--- config.mk ---
export PLATFORM = sky130hd
export DESIGN_NAME = sram_controller
export DESIGN_NICKNAME = d
export VERILOG_FILES = /design/src/rtl/sram_controller.sv
export SDC_FILE = /design/constraint.sdc
export NUM_CORES = 1
export LEC_CHECK = 0
export ABC_AREA = 1
export BUFFER_PORTS_ARGS = -buffer_cell sky130_fd_sc_hd__buf_2
export CORE_UTILIZATION = 40
export DETAILED_ROUTE_END_ITERATION = 8
export GPL_TIMING_DRIVEN = 0
export PLACE_DENSITY = 0.79
export SLEW_MARGIN = 30
export SYNTH_ARGS = -nofsm -noshare
export SYNTH_HDL_FRONTEND = slang
export SYNTH_SLANG_ARGS = --single-unit
export TNS_END_PERCENT = 50
--- constraint.sdc ---
create_clock -name clk -period 3.2 [get_ports clk]
set_input_delay 0.16 -clock clk [delete_from_list [all_inputs] [get_ports clk]]
set_output_delay 0.16 -clock clk [all_outputs]
set_load 0.02 [all_outputs]
--- src/rtl/sram_controller.sv ---
// Sequences one 32-bit load/store as two 16-bit SRAM half-accesses of WAIT_CYCLES each.
// ready drops in the request cycle and rises in the single DONE cycle (2*WAIT_CYCLES+1 cycles low).
module sram_controller #(
  parameter int WAIT_CYCLES = 2,
  parameter int ADDR_BASE   = 1024
) (
  input  logic        clk,
  input  logic        rst,
  input  logic        wr_en,
  input  logic        rd_en,
  input  logic [31:0] address,
  input  logic [31:0] write_data,
  output logic [31:0] read_data,
  output logic        ready,
  output logic [17:0] sram_addr,
  output logic [15:0] sram_dq_out,
  input  logic [15:0] sram_dq_in,
  output logic        sram_dq_oe,
  output logic        sram_we_n
);

  localparam int CW = (WAIT_CYCLES > 1) ? $clog2(WAIT_CYCLES) : 1;
  localparam logic [CW-1:0] CNT_LAST = CW'(WAIT_CYCLES - 1);

  typedef enum logic [1:0] {S_IDLE, S_LOW, S_HIGH, S_DONE} state_e;

  state_e        state_q, state_d;
  logic [CW-1:0] cnt_q, cnt_d;
  logic [16:0]   word_q, word_d;
  logic [31:0]   data_q, data_d;
  logic          wr_q, wr_d;
  logic [31:0]   rdata_q, rdata_d;
  logic [31:0]   offset;
  logic          hi_half;

  assign offset    = address - 32'(ADDR_BASE);
  assign hi_half   = (state_q == S_HIGH);
  assign read_data = rdata_q;

  always_ff @(posedge clk or posedge rst) begin
    if (rst) begin
      state_q <= S_IDLE;
      cnt_q   <= '0;
      word_q  <= '0;
      data_q  <= '0;
      wr_q    <= 1'b0;
      rdata_q <= '0;
    end else begin
      state_q <= state_d;
      cnt_q   <= cnt_d;
      word_q  <= word_d;
      data_q  <= data_d;
      wr_q    <= wr_d;
      rdata_q <= rdata_d;
    end
  end

  // SRAM pins are decoded only from state and latched request, never from address.
  always_comb begin
    state_d     = state_q;
    cnt_d       = cnt_q;
    word_d      = word_q;
    data_d      = data_q;
    wr_d        = wr_q;
    rdata_d     = rdata_q;
    ready       = 1'b1;
    sram_addr   = '0;
    sram_dq_out = '0;
    sram_dq_oe  = 1'b0;
    sram_we_n   = 1'b1;
    case (state_q)
      S_IDLE: begin
        ready = !(rd_en | wr_en);
        if (rd_en | wr_en) begin
          word_d  = 17'(offset >> 2);
          data_d  = write_data;
          wr_d    = wr_en;
          cnt_d   = '0;
          state_d = S_LOW;
        end
      end
      S_LOW, S_HIGH: begin
        ready       = 1'b0;
        sram_addr   = {word_q, hi_half};
        sram_dq_out = wr_q ? (hi_half ? data_q[31:16] : data_q[15:0]) : 16'h0;
        sram_dq_oe  = wr_q;
        sram_we_n   = !wr_q;
        if (cnt_q == CNT_LAST) begin
          cnt_d   = '0;
          state_d = hi_half ? S_DONE : S_HIGH;
          if (!wr_q) begin
            if (hi_half) rdata_d[31:16] = sram_dq_in;
            else         rdata_d[15:0]  = sram_dq_in;
          end
        end else begin
          cnt_d = cnt_q + 1'b1;
        end
      end
      S_DONE:  state_d = S_IDLE;
      default: state_d = S_IDLE;
    endcase
  end

endmodule

==> results.py, run 1 <==
metrics = {
    "outcome": {
        "outcome": "completed",
    },
    "placement": {
        "place_congestion": 0.808,
        "place_worst_setup_slack_ns": 1.40,
        "place_inst": 751,
        "port_buffers": 137,
        "hpwl_um": 7120,
    },
    "setup_path": {
        "cp_slowest_cell": "dfrtp_1",
        "criticalPathCategory": "flop to output pin",
        "worstReg2RegEnd": "read_data[22]",
        "crit_buf_inv": 4,
        "r2r_setup_slack_ns": 1.59,
        "endpoint_kind": "output pin",
        "cp_data_required_time_ns": 3.04,
        "crit_cells": 7,
        "crit_top_cell": "buf_6",
        "slowest_delay_ns": 0.37,
        "cp-start-kind": "flop",
        "critPathArrivalTime_ns": 1.99,
        "r2r_cells": 6,
        "cp_cell_sequence": "inv_1 > ha_1 > buf_6 > nand2_4 > buf_6 > nor3_1 > buf_2",
        "cp_top_family": "buffers and inverters",
        "r2r-start": "state_q[0]",
        "cp_max_fo": 10,
    },
    "yosys": {
        "syn-num-nets": 572,
        "synth-main-ff-cell": "dfrtp_1",
        "netlist_instances": 484,
        "synth_top_area_cell": "dfrtp_1",
        "yosysUniqueCellTypes": 24,
        "synth_area_um2": 3840,
        "synth_top_area_share_pct": 55.4,
        "synth-seq-cells": 85,
        "ys_seq_area_share_pct": 55.4,
        "syn_avg_cell_area_um2": 7.93,
        "netlist_top_cells_area": "dfrtp_1 55%, nand2_1 20%, inv_1 5.0%",
        "async_reset_ff_share_pct": 100,
        "ys_warn_count": 0,
        "synth-edff-count": 0,
    },
    "die": {
        "ios": 153,
        "core_um2": 9280,
        "die_y_um": 100,
        "die_area_um2": 10000,
        "initial_utilization_pct": 41.4,
        "row_count": 35,
        "dieWidth_um": 100,
    },
    "global_route": {
        "grt_max_degree": 54,
        "grtUsageTotal_pct": 19.5,
        "antenna_found_initial": 0,
        "grt_pass1_vias": 3445,
        "grt_pass1_wl_um": 15400,
        "grt_overflow": 0,
    },
    "power": {
        "power_per_cell_area_nw_per_um2": 1110,
        "cellLeakagePower_nw": 2.96,
        "share_comb_of_total_power_pct": 52.0,
        "pwr-share-seq_pct": 34.6,
        "p_sw_mw": 2.55,
        "vdd_drop_max_mv": 0.608,
        "swShare_pct": 46.4,
        "clkPwrFrac_pct": 13.4,
        "cellInternalPower_mw": 2.95,
    },
    "finish": {
        "fin_cells": 772,
        "drive_gt1_share_pct": 28.3,
        "area_delta_synth_final_pct": 29.4,
        "insertedDiodeCount": 0,
        "layout_commonest_cell": "nand2_1",
        "final_cell_mix": "200 x nand2_1, 154 x buf_2, 85 x dfrtp_1",
        "final_nets": 727,
    },
    "timing": {
        "rsz0062_at_grt": "false",
        "min_period_ns": 2.15,
        "slew_violations": 0,
        "setup_viol": 0,
        "post-route-period-util_pct": 67.3,
        "max_freq_mhz": 465,
        "worst_pin_slew_ns": 0.433,
        "hold_viol": 0,
        "slew_headroom_pct": 71.2,
        "fin_skew_ns": 0.00877,
        "worst_slack_ns": 1.05,
    },
    "route": {
        "wl_per_cell_um": 12.3,
        "drt_iter0_drc": 134,
        "met2WireLength_um": 4450,
        "highest_layer": "met4",
        "postRouteAntennaNets": 0,
        "drc": 0,
        "dr.pass1.iters": 4,
        "vias": 3587,
        "routed_wl_um": 9530,
        "wl_met1_um": 4230,
        "vias_per_cell": 4.65,
        "wl_met3_um": 693,
    },
    "worst_hold_path": {
        "holdPathStages": 3,
        "min_path_type": "primary input to flop",
        "min_to": "word_q[4]",
        "hp-start": "address[6]",
    },
    "clocking": {
        "cts_buffers": 9,
        "htreeDepth": 3,
        "clock-sinks": 85,
        "cts_buffer_depth": 2,
        "postCtsSetupRepairBufs": 0,
        "tritoncts": "yes",
        "path_clk_slew_ns": 0.09,
        "insertion_delay_ns": 0.34,
        "clockRootBuffer": "clkbuf_8",
    },
    "flow_run": {
        "maxCapViolCount": 0,
    },
}
layer usage:
layer / vias up / GRT usage [%]
li1: 1779 / -
met1: 1669 / 24.8
met2: 125 / 32.4
met3: 14 / 4.74
met4: 0 / 7.36
met5: - / 0
per-stage QoR:
stage	utilization (%)	hold slack (ns)	setup TNS, ns	cell area (um2)	power [mW]
finish	53.5	0.0131	0	4970	5.50
global route	53.5	0.00685	0	4970	5.97
CTS	53.5	0.00367	0	4970	5.56
detailed placement	50.8	0.161	0	4720	4.80
global placement	50.5	0.355	-7.29	4690	4.70
floorplan	-	0.268	0	3840	3.84
layout make-up:
type	instances	area, um2
fillers	902	4310
flip-flops and latches	85	2130
multi-input cells	323	1380
repair buffers	144	773
inverters	54	210
well taps	129	161
clock buffers	11	141
plain buffers	22	126
clock inverters	4	48.8
state kept, by name (all words and copies together) (netlist names):
signal / count
wr_q: 1
cnt_q: 1
read_data: 32
word_q: 17
data_q: 32
state_q: 2
power groups by stage:
stage | combinational, mW | clock [mW] | sequential [mW]
2_1_floorplan | 1.72 | 0 | 2.12
6_report | 2.86 | 0.737 | 1.90
3_5_place_dp | 2.89 | 0 | 1.91
3_3_place_gp | 2.81 | 0 | 1.89
4_1_cts | 2.90 | 0.754 | 1.90
5_1_grt | 3.20 | 0.803 | 1.97
how the worst max path moves through the flow:
stage / start / to
after floorplan: rst / cnt_q
after global placement: rst / word_q[2]
after detailed placement: state_q[1] / sram_dq_out[8]
after CTS: state_q[1] / sram_dq_out[8]
after global routing: state_q[0] / sram_dq_out[9]
final: state_q[1] / sram_dq_out[12]
kinds of logic after synthesis:
group | after synthesis | share of synthesized area (%)
buffers and inverters | 76 | 8.63
adders and majority gates | 4 | 1.30
DFF | 85 | 55.4
AOI/OAI and AO/OA | 49 | 6.61
and+or+nand+nor | 270 | 28.1
worst min-delay path, stage by stage:
cell and delay [ns]:
buf_2 0.08, nand2_1 0.04, nand2_1 0.04
synthesized netlist by cell type, types with 2 or more instances:
cell type / number
nor2_1: 43
buf_2: 17
o21ai_1: 5
inv_1: 51
nor3_1: 15
a21oi_1: 3
buf_4: 2
a31oi_1: 2
inv_2: 2
nand2_1: 200
dfrtp_1: 85
nand3_1: 7
o21ai_0: 37
buf_6: 2
ha_1: 4
what timing repair did:
item                                   in CTS  in global routing
setup endpoints to repair                   0                  0
endpoints found under the hold margin      37                  0
hold buffers                                6                  0
gates resized for setup                     0                  0
No activity file was read; power rests on OpenSTA's default activity.
==> run 2: changes to the inputs <==
- clock period: 3.2 -> 2.1 ns (I/O delays scaled with it)
==> run 2 against run 1 <==
Net effect: setup slack worse by 0.94 ns; global-route usage is 2.6 points higher; flip-flop and latch count stayed put; die area stayed put; critical path depth is 1 lower; total power is 58% higher; cell area is 9.3% higher; sequential share of layout area is 3.6 points lower; core utilization is 5.0 points higher; combinational power is 59% higher; clock skew is 0.0020 ns lower.
==> results.py, run 2 (synthesized netlist as in run 1, its figures left out) <==
metrics = {
    "route": {
        "drc": 0,
        "postRouteAntennaNets": 0,
        "vias_per_cell": 4.68,
        "vias": 3787,
        "wl_per_cell_um": 13.2,
        "drt_iter0_drc": 134,
        "routed_wl_um": 10700,
        "dr.pass1.iters": 4,
    },
    "die": {
        "die_y_um": 100,
        "die_area_um2": 10000,
        "row_count": 35,
        "initial_utilization_pct": 41.4,
        "ios": 153,
        "core_um2": 9280,
        "dieWidth_um": 100,
    },
    "setup_path": {
        "worstReg2RegEnd": "read_data[7]",
        "endpoint_kind": "output pin",
        "critPathArrivalTime_ns": 1.88,
        "r2r_setup_slack_ns": 0.44,
        "cp_cell_sequence": "inv_1 > ha_4 > nand2_4 > buf_6 > nor3_1 > buf_2",
        "cp-start-kind": "flop",
        "cp_max_fo": 12,
        "r2r_cells": 8,
        "criticalPathCategory": "flop to output pin",
        "slowest_delay_ns": 0.39,
        "r2r-start": "state_q[0]",
        "cp_slowest_cell": "ha_4",
        "cp_data_required_time_ns": 2.00,
    },
    "power": {
        "cellInternalPower_mw": 4.71,
        "vdd_drop_max_mv": 0.723,
        "power_per_cell_area_nw_per_um2": 1600,
        "clkPwrFrac_pct": 14.5,
        "power.total_mw": 8.70,
        "share_comb_of_total_power_pct": 52.1,
        "p_sw_mw": 3.99,
        "pwr-share-seq_pct": 33.4,
        "cellLeakagePower_nw": 3.13,
        "swShare_pct": 45.9,
    },
    "clocking": {
        "cts_buffer_depth": 2,
        "clockRootBuffer": "clkbuf_8",
        "htreeDepth": 3,
        "cts_buffers": 9,
        "tritoncts": "yes",
        "path_clk_slew_ns": 0.08,
        "insertion_delay_ns": 0.34,
        "clock-sinks": 85,
    },
    "timing": {
        "fin_setup_tns_ns": 0,
        "worst_pin_slew_ns": 0.466,
        "rsz0062_at_grt": "false",
        "min_period_ns": 1.99,
        "whs_ns": 0.0161,
        "slew_headroom_pct": 69.0,
        "fin_skew_ns": 0.00679,
        "setup_viol": 0,
        "hold_viol": 0,
        "max_freq_mhz": 503,
        "slew_violations": 0,
        "post-route-period-util_pct": 94.7,
    },
    "worst_hold_path": {
        "min_path_type": "primary input to flop",
        "hp-start": "wr_en",
        "min_to": "wr_q",
        "holdPathStages": 3,
    },
    "global_route": {
        "grt_overflow": 0,
        "grt_pass1_wl_um": 17100,
        "grt_max_degree": 29,
        "grt_pass1_vias": 3736,
        "antenna_found_initial": 0,
        "grtUsageTotal_pct": 22.1,
    },
    "finish": {
        "fillers": 833,
        "final_nets": 765,
        "layout_commonest_cell": "nand2_1",
        "area_delta_synth_final_pct": 41.5,
        "final_cell_mix": "200 x nand2_1, 151 x buf_2, 85 x dfrtp_1",
        "drive_gt1_share_pct": 27.5,
        "insertedDiodeCount": 0,
        "postLayoutCoreUtil_pct": 58.5,
    },
    "placement": {
        "port_buffers": 137,
        "hpwl_um": 7010,
        "place_congestion": 0.781,
    },
    "flow_run": {
        "maxCapViolCount": 0,
    },
    "outcome": {
        "outcome": "completed",
    },
}
run 2: per-layer routing:
metal,share of wire (%),up-vias,global-route usage [%]
met5,0,-,0
met4,1.2,0,7.36
met3,6.8,14,5.78
met2,48,140,38.1
met1,44,1775,27.1
li1,-,1858,-
run 2: layout make-up:
type,instances,area [um2],area share [%]
multi-input combinational,323,1400,25.8
clock buffer,11,141,2.60
inverter,54,209,3.85
timing repair buffer,184,1200,22.1
sequential,85,2130,39.2
buffer,20,116,2.14
clock inverter,4,72.6,1.34
tap,129,161,2.97
run 2: worst max-delay path by stage:
stage          startpoint         endpoint  cells past startpoint
3_5_place_dp   state_q[1]   sram_dq_out[7]                      7
3_3_place_gp   state_q[1]   sram_dq_out[7]                      7
6_report       state_q[1]  sram_dq_out[12]                      6
4_1_cts        state_q[1]   sram_dq_out[7]                      7
5_1_grt        state_q[1]  sram_dq_out[12]                      6
2_1_floorplan  state_q[0]  sram_dq_out[10]                      6
run 2: metrics by stage:
step / instance area, um2 / instances / setup slack (ns)
finish: 5430 / 810 / 0.111
floorplan: 3840 / 484 / 0.318
detailed placement: 4770 / 753 / 0.324
CTS: 5410 / 809 / 0.0170
global route: 5430 / 810 / 0.0341
global placement: 4690 / 750 / 0.373
run 2: critical path: cells and delay by family, from the launching register on:
family	cells	cell delay, ns
buf+inv	3	0.45
fa+ha+maj	1	0.39
simple gates	2	0.31
flops	1	0.38
run 2: timing repair:
| item | in CTS | in global routing |
|---|---|---|
| buffers inserted | 0 | 1 |
| pin swaps | 0 | 0 |
| hold buffers | 42 | 1 |
| hold endpoints to repair | 57 | 1 |
| endpoints found under the setup margin | 2 | 6 |
| gates resized for setup | 3 | 4 |
run 2: power groups by stage:
stage | registers, mW | logic, mW | clock network, mW
final | 2.90 | 4.54 | 1.26
after floorplan | 3.23 | 2.63 | 0
after CTS | 2.90 | 4.51 | 1.29
after global routing | 3.00 | 5.00 | 1.36
after detailed placement | 2.91 | 4.40 | 0
after global placement | 2.88 | 4.27 | 0
